--- config.mk ---
export PLATFORM = sky130hd
export DESIGN_NAME = dnn_sched
export DESIGN_NICKNAME = d
export VERILOG_FILES = /design/src/rtl/dnn_sched_pkg.sv /design/src/rtl/dnn_sched_rr_arb.sv /design/src/rtl/dnn_sched.sv
export SDC_FILE = /design/constraint.sdc
export NUM_CORES = 1
export LEC_CHECK = 0
export CAP_MARGIN = 20
export CORE_ASPECT_RATIO = 1.4
export CORE_MARGIN = 5
export CORE_UTILIZATION = 47
export DETAILED_ROUTE_END_ITERATION = 8
export GPL_TIMING_DRIVEN = 0
export PLACE_DENSITY_LB_ADDON = 0.12
export SLEW_MARGIN = 20
export SYNTH_ARGS = -nofsm -noshare
export SYNTH_HDL_FRONTEND = slang
export SYNTH_SLANG_ARGS = --single-unit
--- constraint.sdc ---
create_clock -name clk -period 4.3 [get_ports clk]
set_input_delay 0.43 -clock clk [delete_from_list [all_inputs] [get_ports clk]]
set_output_delay 0.43 -clock clk [all_outputs]
set_load 0.005 [all_outputs]
--- src/rtl/dnn_sched_pkg.sv ---
// Shared widths and the result-FIFO record for the dnn datapath scheduler.
// MAX_ID_W covers the largest supported requester count (8).
package dnn_sched_pkg;

  localparam int X_W      = 7;
  localparam int RELU_W   = 15;
  localparam int AGGR_W   = 17;
  localparam int OUT_W    = 21;
  localparam int VEC_W    = 4 * X_W;
  localparam int MAX_ID_W = 3;

  typedef struct packed {
    logic [MAX_ID_W-1:0]     id;
    logic signed [OUT_W-1:0] out0;
    logic signed [OUT_W-1:0] out1;
  } res_t;

  // ReLU outputs are never negative, so widening is a plain zero-extension.
  function automatic logic [AGGR_W-1:0] relu_to_aggr(input logic [RELU_W-1:0] v);
    return {{(AGGR_W - RELU_W){1'b0}}, v};
  endfunction

endpackage

--- src/rtl/dnn_sched_rr_arb.sv ---
// Round-robin arbiter: one-hot grant to the first request at or after the pointer.
// The pointer moves past the winner whenever a grant is issued.
module dnn_sched_rr_arb #(
  parameter int NUM_REQ = 4
) (
  input  logic                       clk,
  input  logic                       rst,
  input  logic [NUM_REQ-1:0]         i_req,
  input  logic                       i_en,
  output logic [NUM_REQ-1:0]         o_gnt,
  output logic [$clog2(NUM_REQ)-1:0] o_gnt_idx,
  output logic                       o_gnt_valid
);

  localparam int ID_W = $clog2(NUM_REQ);

  logic [ID_W-1:0] r_ptr;

  // Scan from farthest to nearest so the closest valid requester wins last.
  always_comb begin
    int idx;
    idx         = 0;
    o_gnt       = '0;
    o_gnt_idx   = '0;
    o_gnt_valid = 1'b0;
    for (int k = NUM_REQ - 1; k >= 0; k--) begin
      idx = int'(r_ptr) + k;
      if (idx >= NUM_REQ) idx = idx - NUM_REQ;
      if (i_en && i_req[ID_W'(idx)]) begin
        o_gnt_idx   = ID_W'(idx);
        o_gnt_valid = 1'b1;
      end
    end
    if (o_gnt_valid) o_gnt[o_gnt_idx] = 1'b1;
  end

  always_ff @(posedge clk or posedge rst) begin
    if (rst) begin
      r_ptr <= '0;
    end else if (o_gnt_valid) begin
      r_ptr <= (int'(o_gnt_idx) == NUM_REQ - 1) ? '0 : o_gnt_idx + ID_W'(1);
    end
  end

endmodule

--- src/rtl/dnn_sched.sv ---
// Shares one two-stage dnn datapath among NUM_REQ requesters with in-order tagged results.
// Define DNN_SCHED_PERF_EN to add the perf_issue_cnt / perf_stall_cnt counters.
module dnn_sched
  import dnn_sched_pkg::*;
#(
  parameter int NUM_REQ   = 4,
  parameter int RES_DEPTH = 4
) (
  input  logic                       clk,
  input  logic                       rst,
  input  logic [NUM_REQ-1:0]         req_valid,
  output logic [NUM_REQ-1:0]         req_ready,
  input  logic [NUM_REQ*VEC_W-1:0]   req_x,
  output logic signed [X_W-1:0]      dnn_x0,
  output logic signed [X_W-1:0]      dnn_x1,
  output logic signed [X_W-1:0]      dnn_x2,
  output logic signed [X_W-1:0]      dnn_x3,
  output logic                       dnn_in_ready,
  input  logic [RELU_W-1:0]          dnn_y4_relu,
  input  logic [RELU_W-1:0]          dnn_y5_relu,
  input  logic [RELU_W-1:0]          dnn_y6_relu,
  input  logic [RELU_W-1:0]          dnn_y7_relu,
  output logic [AGGR_W-1:0]          dnn_y4_aggr,
  output logic [AGGR_W-1:0]          dnn_y5_aggr,
  output logic [AGGR_W-1:0]          dnn_y6_aggr,
  output logic [AGGR_W-1:0]          dnn_y7_aggr,
  input  logic signed [OUT_W-1:0]    dnn_out0,
  input  logic signed [OUT_W-1:0]    dnn_out1,
  output logic                       res_valid,
  input  logic                       res_ready,
  output logic [$clog2(NUM_REQ)-1:0] res_id,
`ifdef DNN_SCHED_PERF_EN
  output logic [31:0]                perf_issue_cnt,
  output logic [31:0]                perf_stall_cnt,
`endif
  output logic signed [OUT_W-1:0]    res_out0,
  output logic signed [OUT_W-1:0]    res_out1
);

  localparam int ID_W  = $clog2(NUM_REQ);
  localparam int PTR_W = $clog2(RES_DEPTH);
  localparam int CNT_W = $clog2(RES_DEPTH + 1) + 1;

  logic [VEC_W-1:0] w_lane [NUM_REQ];
  logic [VEC_W-1:0] w_sel;
  logic [NUM_REQ-1:0] w_gnt;
  logic [ID_W-1:0]  w_gnt_idx;
  logic             w_issue;
  logic             w_credit_ok;
  logic [CNT_W-1:0] w_used;

  logic             r_v1, r_v2;
  logic [ID_W-1:0]  r_id1, r_id2;

  res_t             r_mem [RES_DEPTH];
  logic [PTR_W-1:0] r_wr_ptr, r_rd_ptr;
  logic [CNT_W-1:0] r_count;
  res_t             w_push_data, w_head;
  logic             w_push, w_pop;

  for (genvar gi = 0; gi < NUM_REQ; gi++) begin : g_lane
    assign w_lane[gi] = req_x[gi*VEC_W +: VEC_W];
  end

  // Credits cover both queued results and those still inside the datapath.
  assign w_used      = r_count + CNT_W'(r_v1) + CNT_W'(r_v2);
  assign w_credit_ok = w_used < CNT_W'(RES_DEPTH);

  dnn_sched_rr_arb #(.NUM_REQ(NUM_REQ)) u_arb (
    .clk         (clk),
    .rst         (rst),
    .i_req       (req_valid),
    .i_en        (w_credit_ok),
    .o_gnt       (w_gnt),
    .o_gnt_idx   (w_gnt_idx),
    .o_gnt_valid (w_issue)
  );

  assign req_ready    = w_gnt;
  assign dnn_in_ready = w_issue;
  assign w_sel        = w_issue ? w_lane[w_gnt_idx] : '0;
  assign dnn_x0       = w_sel[0*X_W +: X_W];
  assign dnn_x1       = w_sel[1*X_W +: X_W];
  assign dnn_x2       = w_sel[2*X_W +: X_W];
  assign dnn_x3       = w_sel[3*X_W +: X_W];

  assign dnn_y4_aggr = relu_to_aggr(dnn_y4_relu);
  assign dnn_y5_aggr = relu_to_aggr(dnn_y5_relu);
  assign dnn_y6_aggr = relu_to_aggr(dnn_y6_relu);
  assign dnn_y7_aggr = relu_to_aggr(dnn_y7_relu);

  // The datapath's own ready flags are unreset, so the tag pipe tracks validity.
  always_ff @(posedge clk or posedge rst) begin
    if (rst) begin
      r_v1  <= 1'b0;
      r_v2  <= 1'b0;
      r_id1 <= '0;
      r_id2 <= '0;
    end else begin
      r_v1  <= w_issue;
      r_v2  <= r_v1;
      r_id1 <= w_gnt_idx;
      r_id2 <= r_id1;
    end
  end

  assign w_push           = r_v2;
  assign w_pop            = res_valid & res_ready;
  assign w_push_data.id   = MAX_ID_W'(r_id2);
  assign w_push_data.out0 = dnn_out0;
  assign w_push_data.out1 = dnn_out1;

  always_ff @(posedge clk) begin
    if (w_push) r_mem[r_wr_ptr] <= w_push_data;
  end

  always_ff @(posedge clk or posedge rst) begin
    if (rst) begin
      r_wr_ptr <= '0;
      r_rd_ptr <= '0;
      r_count  <= '0;
    end else begin
      if (w_push) r_wr_ptr <= r_wr_ptr + PTR_W'(1);
      if (w_pop)  r_rd_ptr <= r_rd_ptr + PTR_W'(1);
      r_count <= r_count + CNT_W'(w_push) - CNT_W'(w_pop);
      assert (!(w_push && r_count == CNT_W'(RES_DEPTH)));
      assert (!res_valid || int'(w_head.id) < NUM_REQ);
    end
  end

  assign w_head    = r_mem[r_rd_ptr];
  assign res_valid = (r_count != '0);
  assign res_id    = w_head.id[ID_W-1:0];
  assign res_out0  = w_head.out0;
  assign res_out1  = w_head.out1;

`ifdef DNN_SCHED_PERF_EN
  logic [31:0] r_issue_cnt, r_stall_cnt;

  always_ff @(posedge clk or posedge rst) begin
    if (rst) begin
      r_issue_cnt <= '0;
      r_stall_cnt <= '0;
    end else begin
      if (w_issue)                     r_issue_cnt <= r_issue_cnt + 32'd1;
      if (|req_valid && !w_credit_ok) r_stall_cnt <= r_stall_cnt + 32'd1;
    end
  end

  assign perf_issue_cnt = r_issue_cnt;
  assign perf_stall_cnt = r_stall_cnt;
`endif

endmodule

# [Yosys cells after proc, flatten, opt, wreduce, memory -nomap -nowiden]
# Memory sizes are Yosys's and may differ from the RTL's.
# Index checks and enable logic that the tools add are counted.
[classes] addsub=14 order_cmp=12 eq_ne=1 muxes=34 n_bitwise=2 reduce_logical=6
[ops] op="two-way mux 28 bit" n=3
[ops] op="binary-select mux 28 bit (select 2 bit)" n=1
[ops] op="two-way mux 2 bit" n=9
[ops] op="less-than comparator 2 x 4 -> 1 bit (second input constant)" n=4
[ops] op="two-way mux 1 bit" n=15
[ops] op="adder 4 x 1 -> 4 bit" n=3
[ops] op=">= comparator 3 bit (second input constant)" n=4
[ops] op="binary-select mux 1 bit (select 2 bit)" n=4
[ops] op="subtractor 2 x 1 -> 2 bit (second input constant)" n=4
[ops] op="adder 2 x 1 -> 2 bit (second input constant)" n=3
[ops] op="adder 2 x 2 -> 3 bit (second input constant)" n=2
[ops] op="logical AND 1 bit" n=5
[ops] op="less-than comparator 4 x 3 -> 1 bit (second input constant)" n=1
[ops] op="two-way mux 4 bit" n=1
[ops] op="nonzero test 4 bit" n=1
[ops] op="subtractor 4 x 1 -> 4 bit" n=1
[ops] op="adder 2 x 1 -> 3 bit (second input constant)" n=1
[ops] op=">= comparator 2 x 3 -> 1 bit (second input constant)" n=1
[ops] op="less-than comparator 2 x 3 -> 1 bit (second input constant)" n=1
[ops] op="NOT 2 -> 3 bit" n=1
[ops] op="demux 1 bit (select 2 bit)" n=1
[ops] op="equality test 2 x 1 -> 1 bit (second input constant)" n=1
[ops] op=">= comparator 2 x 1 -> 1 bit (second input constant)" n=1
[ops] op="bitwise AND 1 bit" n=1
[word_totals] ff_bits=16 mem_bits_rw=176 in_bits=221 out_inout_bits=146 elab_cells=78 n_memories=1
[mem_list] memory="r_mem" depth=4 width=44 rd=1 rd_ports_with_merged_regs=0 wr=1 line_no="dnn_sched.sv:55" text="res_t r_mem [RES_DEPTH];"

# [Logic depth before layout (Yosys ltp)]
[logic_depth] depth_word=16 ltp_mapped=10 mapped_depth_nobuf=10

# [Hierarchy]
# From an unflattened synthesis, not the netlist that was laid out.
[hier_totals] cells_unflattened=474 area_unflattened_um2=8931.1
[by_module_without_submodules] module="dnn_sched" instances=1 cells_each=423 area_per_inst_um2=8461.9 seq_area_each_um2=5635.4
[by_module_without_submodules] module="dnn_sched_rr_arb" instances=1 cells_each=51 area_per_inst_um2=469.2 seq_area_each_um2=50.0

# [Least setup slack after synthesis]
# OpenSTA, ideal clock, no wires.
[synth_timing] path_type="flip-flop to output port" from="register r_v2" to="output dnn_x3[1]" t_arrival_ps=1977 t_required_ps=3870 slack_ps=1893 path_stages_with_launch=8 path_buffers=1 cell_sequence="dfrtp_1 -> ha_1 -> a21oi_1 -> o211ai_1 -> o22ai_2 -> clkbuf_1 -> o21ai_0 -> a221oi_2"
[synth_between] word_cells_on_any_way=19 classes_between="add/sub (1); order compare (1); mux (12); bitwise (1); reduce/logical (4)"
[synth_lines] element="from (decl)" line_no="dnn_sched.sv:52" text="logic r_v1, r_v2;"
[synth_lines] element="from (signal assigned)" line_no="dnn_sched.sv:101" text="r_v2 <= r_v1;"
[synth_lines] element="adder 4 x 1 -> 4 bit *" line_no="dnn_sched.sv:66" text="assign w_used = r_count + CNT_W'(r_v1) + CNT_W'(r_v2);"
[synth_lines] element="less-than comparator 4 x 3 -> 1 bit *" line_no="dnn_sched.sv:67" text="assign w_credit_ok = w_used < CNT_W'(RES_DEPTH);"
[synth_lines] element="logical AND 1 bit" line_no="dnn_sched_rr_arb.sv:29" text="if (i_en && i_req[ID_W'(idx)]) begin"
[synth_lines] element="two-way mux 1 bit (3 in a row)" line_no="dnn_sched_rr_arb.sv:29"
[synth_lines] element="two-way mux 1 bit *" line_no="dnn_sched_rr_arb.sv:29"
[synth_lines] element="named net dnn_in_ready" line_no="dnn_sched.sv:18" text="output logic dnn_in_ready,"
[synth_lines] element="two-way mux 28 bit *" line_no="dnn_sched.sv:81" text="assign w_sel = w_issue ? w_lane[w_gnt_idx] : '0;"
[synth_lines] element="to (decl)" line_no="dnn_sched.sv:17" text="output logic signed [X_W-1:0] dnn_x3,"
# The timed path passes the listed nets; every way through them passes the cells marked *. The select of a mux whose other input is x is not followed.

# [Worst setup path after layout]
[layout_timing] from="register r_v2" to="output dnn_x1[6]"
[layout_between] elab_chain_len=12 word_cells_on_any_way=19 classes_between="add/sub (1); order compare (1); mux (12); bitwise (1); reduce/logical (4)"
[layout_lines] element="adder 4 x 1 -> 4 bit *" line_no="dnn_sched.sv:66"
[layout_lines] element="less-than comparator 4 x 3 -> 1 bit *" line_no="dnn_sched.sv:67"
[layout_lines] element="logical AND 1 bit" line_no="dnn_sched_rr_arb.sv:29"
[layout_lines] element="two-way mux 2 bit (4 in a row)" line_no="dnn_sched_rr_arb.sv:29"
[layout_lines] element="NOT 2 -> 3 bit (implied by the code)" line_no="dnn_sched.sv:81"
[layout_lines] element="binary-select mux 28 bit (select 2 bit)" line_no="dnn_sched.sv:81"
[layout_lines] element="two-way mux 28 bit (implied by the code) (2 in a row)" line_no="dnn_sched.sv:81"
[layout_lines] element="two-way mux 28 bit *" line_no="dnn_sched.sv:81"
[layout_lines] element="to (decl)" line_no="dnn_sched.sv:15" text="output logic signed [X_W-1:0] dnn_x1,"
# Every way passes the cells marked *; elsewhere a longest branch is shown, timed or not. The select of a mux whose other input is x is not followed.

==> results.py <==
metrics = {
    "run_status": {
        "status": "completed",
    },
    "synth": {
        "synth_cells": 527,
        "muxShareOfSynthArea": 0.146,
        "synth_top_family_by_area": "multiplexers",
        "synth_compound_area_frac": 0.0736,
        "synth_top_area_cell": "edfxtp_1",
        "synth.top_cell.area_share": 0.595,
        "synthArstFlopShare": 0.0833,
        "ys_seq_elements": 192,
        "yosysWarnings": 0,
        "syn_area_um2": 8880,
        "yosys.area_share.xor_xnor": 0.00592,
        "syn_avg_cell_area_um2": 16.8,
        "yosys.area_share.simple": 0.0200,
        "synth_ff_type": "edfxtp_1",
        "synth_fa_ha_area_frac": 0.0234,
        "synth_cell_types": 44,
        "synth_edf_count": 176,
        "ys_seq_area_frac": 0.640,
        "synthTopCellsByArea": "edfxtp_1 60%, mux4_2 11%, buf_4 5.8%",
    },
    "detailed_routing": {
        "drc_errors": 0,
        "drt_first_pass_iters": 4,
        "dr.first_iter.drc_count": 374,
        "ant_nets": 0,
        "vias_per_cell": 5.18,
        "num_vias": 5752,
        "drt-total-wl_um": 25000,
        "route.detailed.wl_per_inst_um": 22.5,
    },
    "layout": {
        "final-seq-area_um2": 5690,
        "areaGrowthSynthToFinish_pct": 44.1,
        "nFillCells": 1320,
        "multiInputGateArea_um2": 2420,
        "mostFrequentLayoutCell": "clkdlybuf4s50_1",
        "drive_above_1_share": 0.219,
        "nets": 1087,
        "final_area_um2": 12800,
        "final_cell_mix": "297 x clkdlybuf4s50_1, 176 x edfxtp_1, 69 x buf_4, 44 x mux4_2, 39 x inv_1",
    },
    "global_route": {
        "gr-total-overflow": 0,
        "grt_pass1_vias": 6367,
        "grt_pass1_wl_um": 37900,
        "grt_max_degree": 45,
        "antenna_found_initial": 1,
        "grtUsageTotal": 0.228,
    },
    "hold_path": {
        "hp-class": "reg -> reg",
        "worst_hold_startpoint": "r_id1[1]",
    },
    "worst_setup_path": {
        "cp-start-kind": "flip-flop",
        "path_class": "reg -> out",
        "required_ns": 3.87,
        "reg2reg_to": "u_arb.r_ptr[1]",
        "crit_fanout": 10,
        "ff2ff_path_depth": 8,
        "critPathLaunch": "r_v2",
        "crit_path_end": "dnn_x1[6]",
        "r2r_slack_ns": 1.94,
        "timing.rr.start": "r_v2",
        "worstPathArrival_ns": 3.47,
        "setup.worst_path.end_class": "output port",
    },
    "floorplanning": {
        "fp.dieH_um": 173,
        "start_util": 0.477,
        "core_um2": 18600,
        "die_area_um2": 21800,
        "num_rows": 59,
        "pin_count": 367,
        "dieWidth_um": 126,
    },
    "timing": {
        "tightest_slew_ns": 0.789,
        "setup_tns_ns": 0,
        "setup_viol": 0,
        "rsz0062_at_grt": "false",
        "period_needed_ns": 3.90,
        "finalCritPeriodShare": 0.906,
        "relSlewSlack": 0.474,
        "clock_skew_ns": 0.0117,
        "report.final.slew_viol_count": 0,
        "clock.fmax_mhz": 257,
        "hold_viol": 0,
    },
    "placement": {
        "gp_congestion": 0.863,
        "dp_hpwl_um": 19500,
        "placed_cell_area_um2": 12200,
        "port-buffer-count": 297,
    },
    "clock_tree": {
        "clockBufferDepth": 2,
        "cts_resized": 0,
        "cts_setup_buffers": 0,
        "clock_sinks": 192,
        "postCtsHoldBufs": 0,
        "clk_transition_reported_paths_ns": 0.07,
        "root_buffer": "clkbuf_16",
        "numCtsBuffers": 17,
        "worstSkewPairLatency_ns": 0.42,
        "tritoncts": "built",
        "h-tree-depth": 4,
    },
    "power": {
        "vdd_drop_max_v": 0.000364,
        "p_leak_uw": 0.00474,
        "power_uw": 7100,
        "pwr_density_cell_nw_per_um2": 555,
    },
    "flow_run": {
        "maxCapViolations": 0,
    },
}
## stage by stage
stage	worst slack [ns]	instances	hold slack (ns)	utilization
final	0.403	1110	0.353	0.688
after global routing	0.125	1107	0.364	0.687
after CTS	0.393	1107	0.353	0.687
after detailed placement	0.790	1075	0.336	0.655
after global placement	0.841	1075	0.343	0.655
after floorplan	1.89	534	0.331	-
## worst min-delay path by stage
stage	end	slack, ns	cells past startpoint
floorplan	r_id2[0]	0.33	0
global placement	r_id2[0]	0.34	0
detailed placement	r_id2[1]	0.34	0
CTS	r_id2[1]	0.35	0
global route	r_id2[1]	0.36	0
finish	r_id2[1]	0.35	0
## flip-flops by register name, summed over array words and instances (netlist names)
name         count
r_rd_ptr         2
r_wr_ptr         2
r_v2             1
r_id2            2
r_count          4
r_v1             1
r_id1            2
r_mem          176
u_arb.r_ptr      2
## critical path, stage by stage, from the launching register on
cell and delay [ns]:
dfrtp_1 0.48, ha_1 0.33, a21oi_1 0.26, o211ai_1 0.22, o22ai_2 0.37, clkbuf_1 0.36
o21ai_0 0.22, a221oi_2 0.24, clkdlybuf4s50_1 0.56
## per-layer routing
layer  up-vias  GRT usage  wire length, um
li1       2620          -                -
met5         -          0                0
met2       255      0.403            13300
met3        25     0.0642             1910
met4         0     0.0684              500
met1      2852      0.272             9260
## Yosys cell counts (10+ instances only)
cell	instances
mux2i_1	29
buf_4	69
clkbuf_1	10
inv_1	39
o21ai_0	30
dfrtp_1	16
a221oi_2	20
mux4_2	44
buf_2	10
ha_1	15
edfxtp_1	176
and2_1	10
## cell type report
class                   count  area share
repair buffers            297       0.232
clock buffers              18      0.0336
flip-flops and latches    192       0.444
multi-input cells         209       0.189
diodes                      3    0.000587
plain buffers              94      0.0515
inverters                  39      0.0114
well taps                 244      0.0239
clock inverters            14      0.0127
## where the power goes
group / internal (uW) / leakage (uW) / switching, uW
Combinational: 1720 / 0.00266 / 1370
Sequential: 2390 / 0.00180 / 112
Clock: 784 / 0.000288 / 728
## cell families after synthesis
group                    after synthesis
flip-flops                           192
AND/OR/NAND/NOR                       30
multiplexers                          74
adder cells (fa/ha/maj)               16
XOR/XNOR                               6
other                                  1
buffers and inverters                133
AO/OA/AOI/OAI                         75
Power figures use the tool's default switching activity.
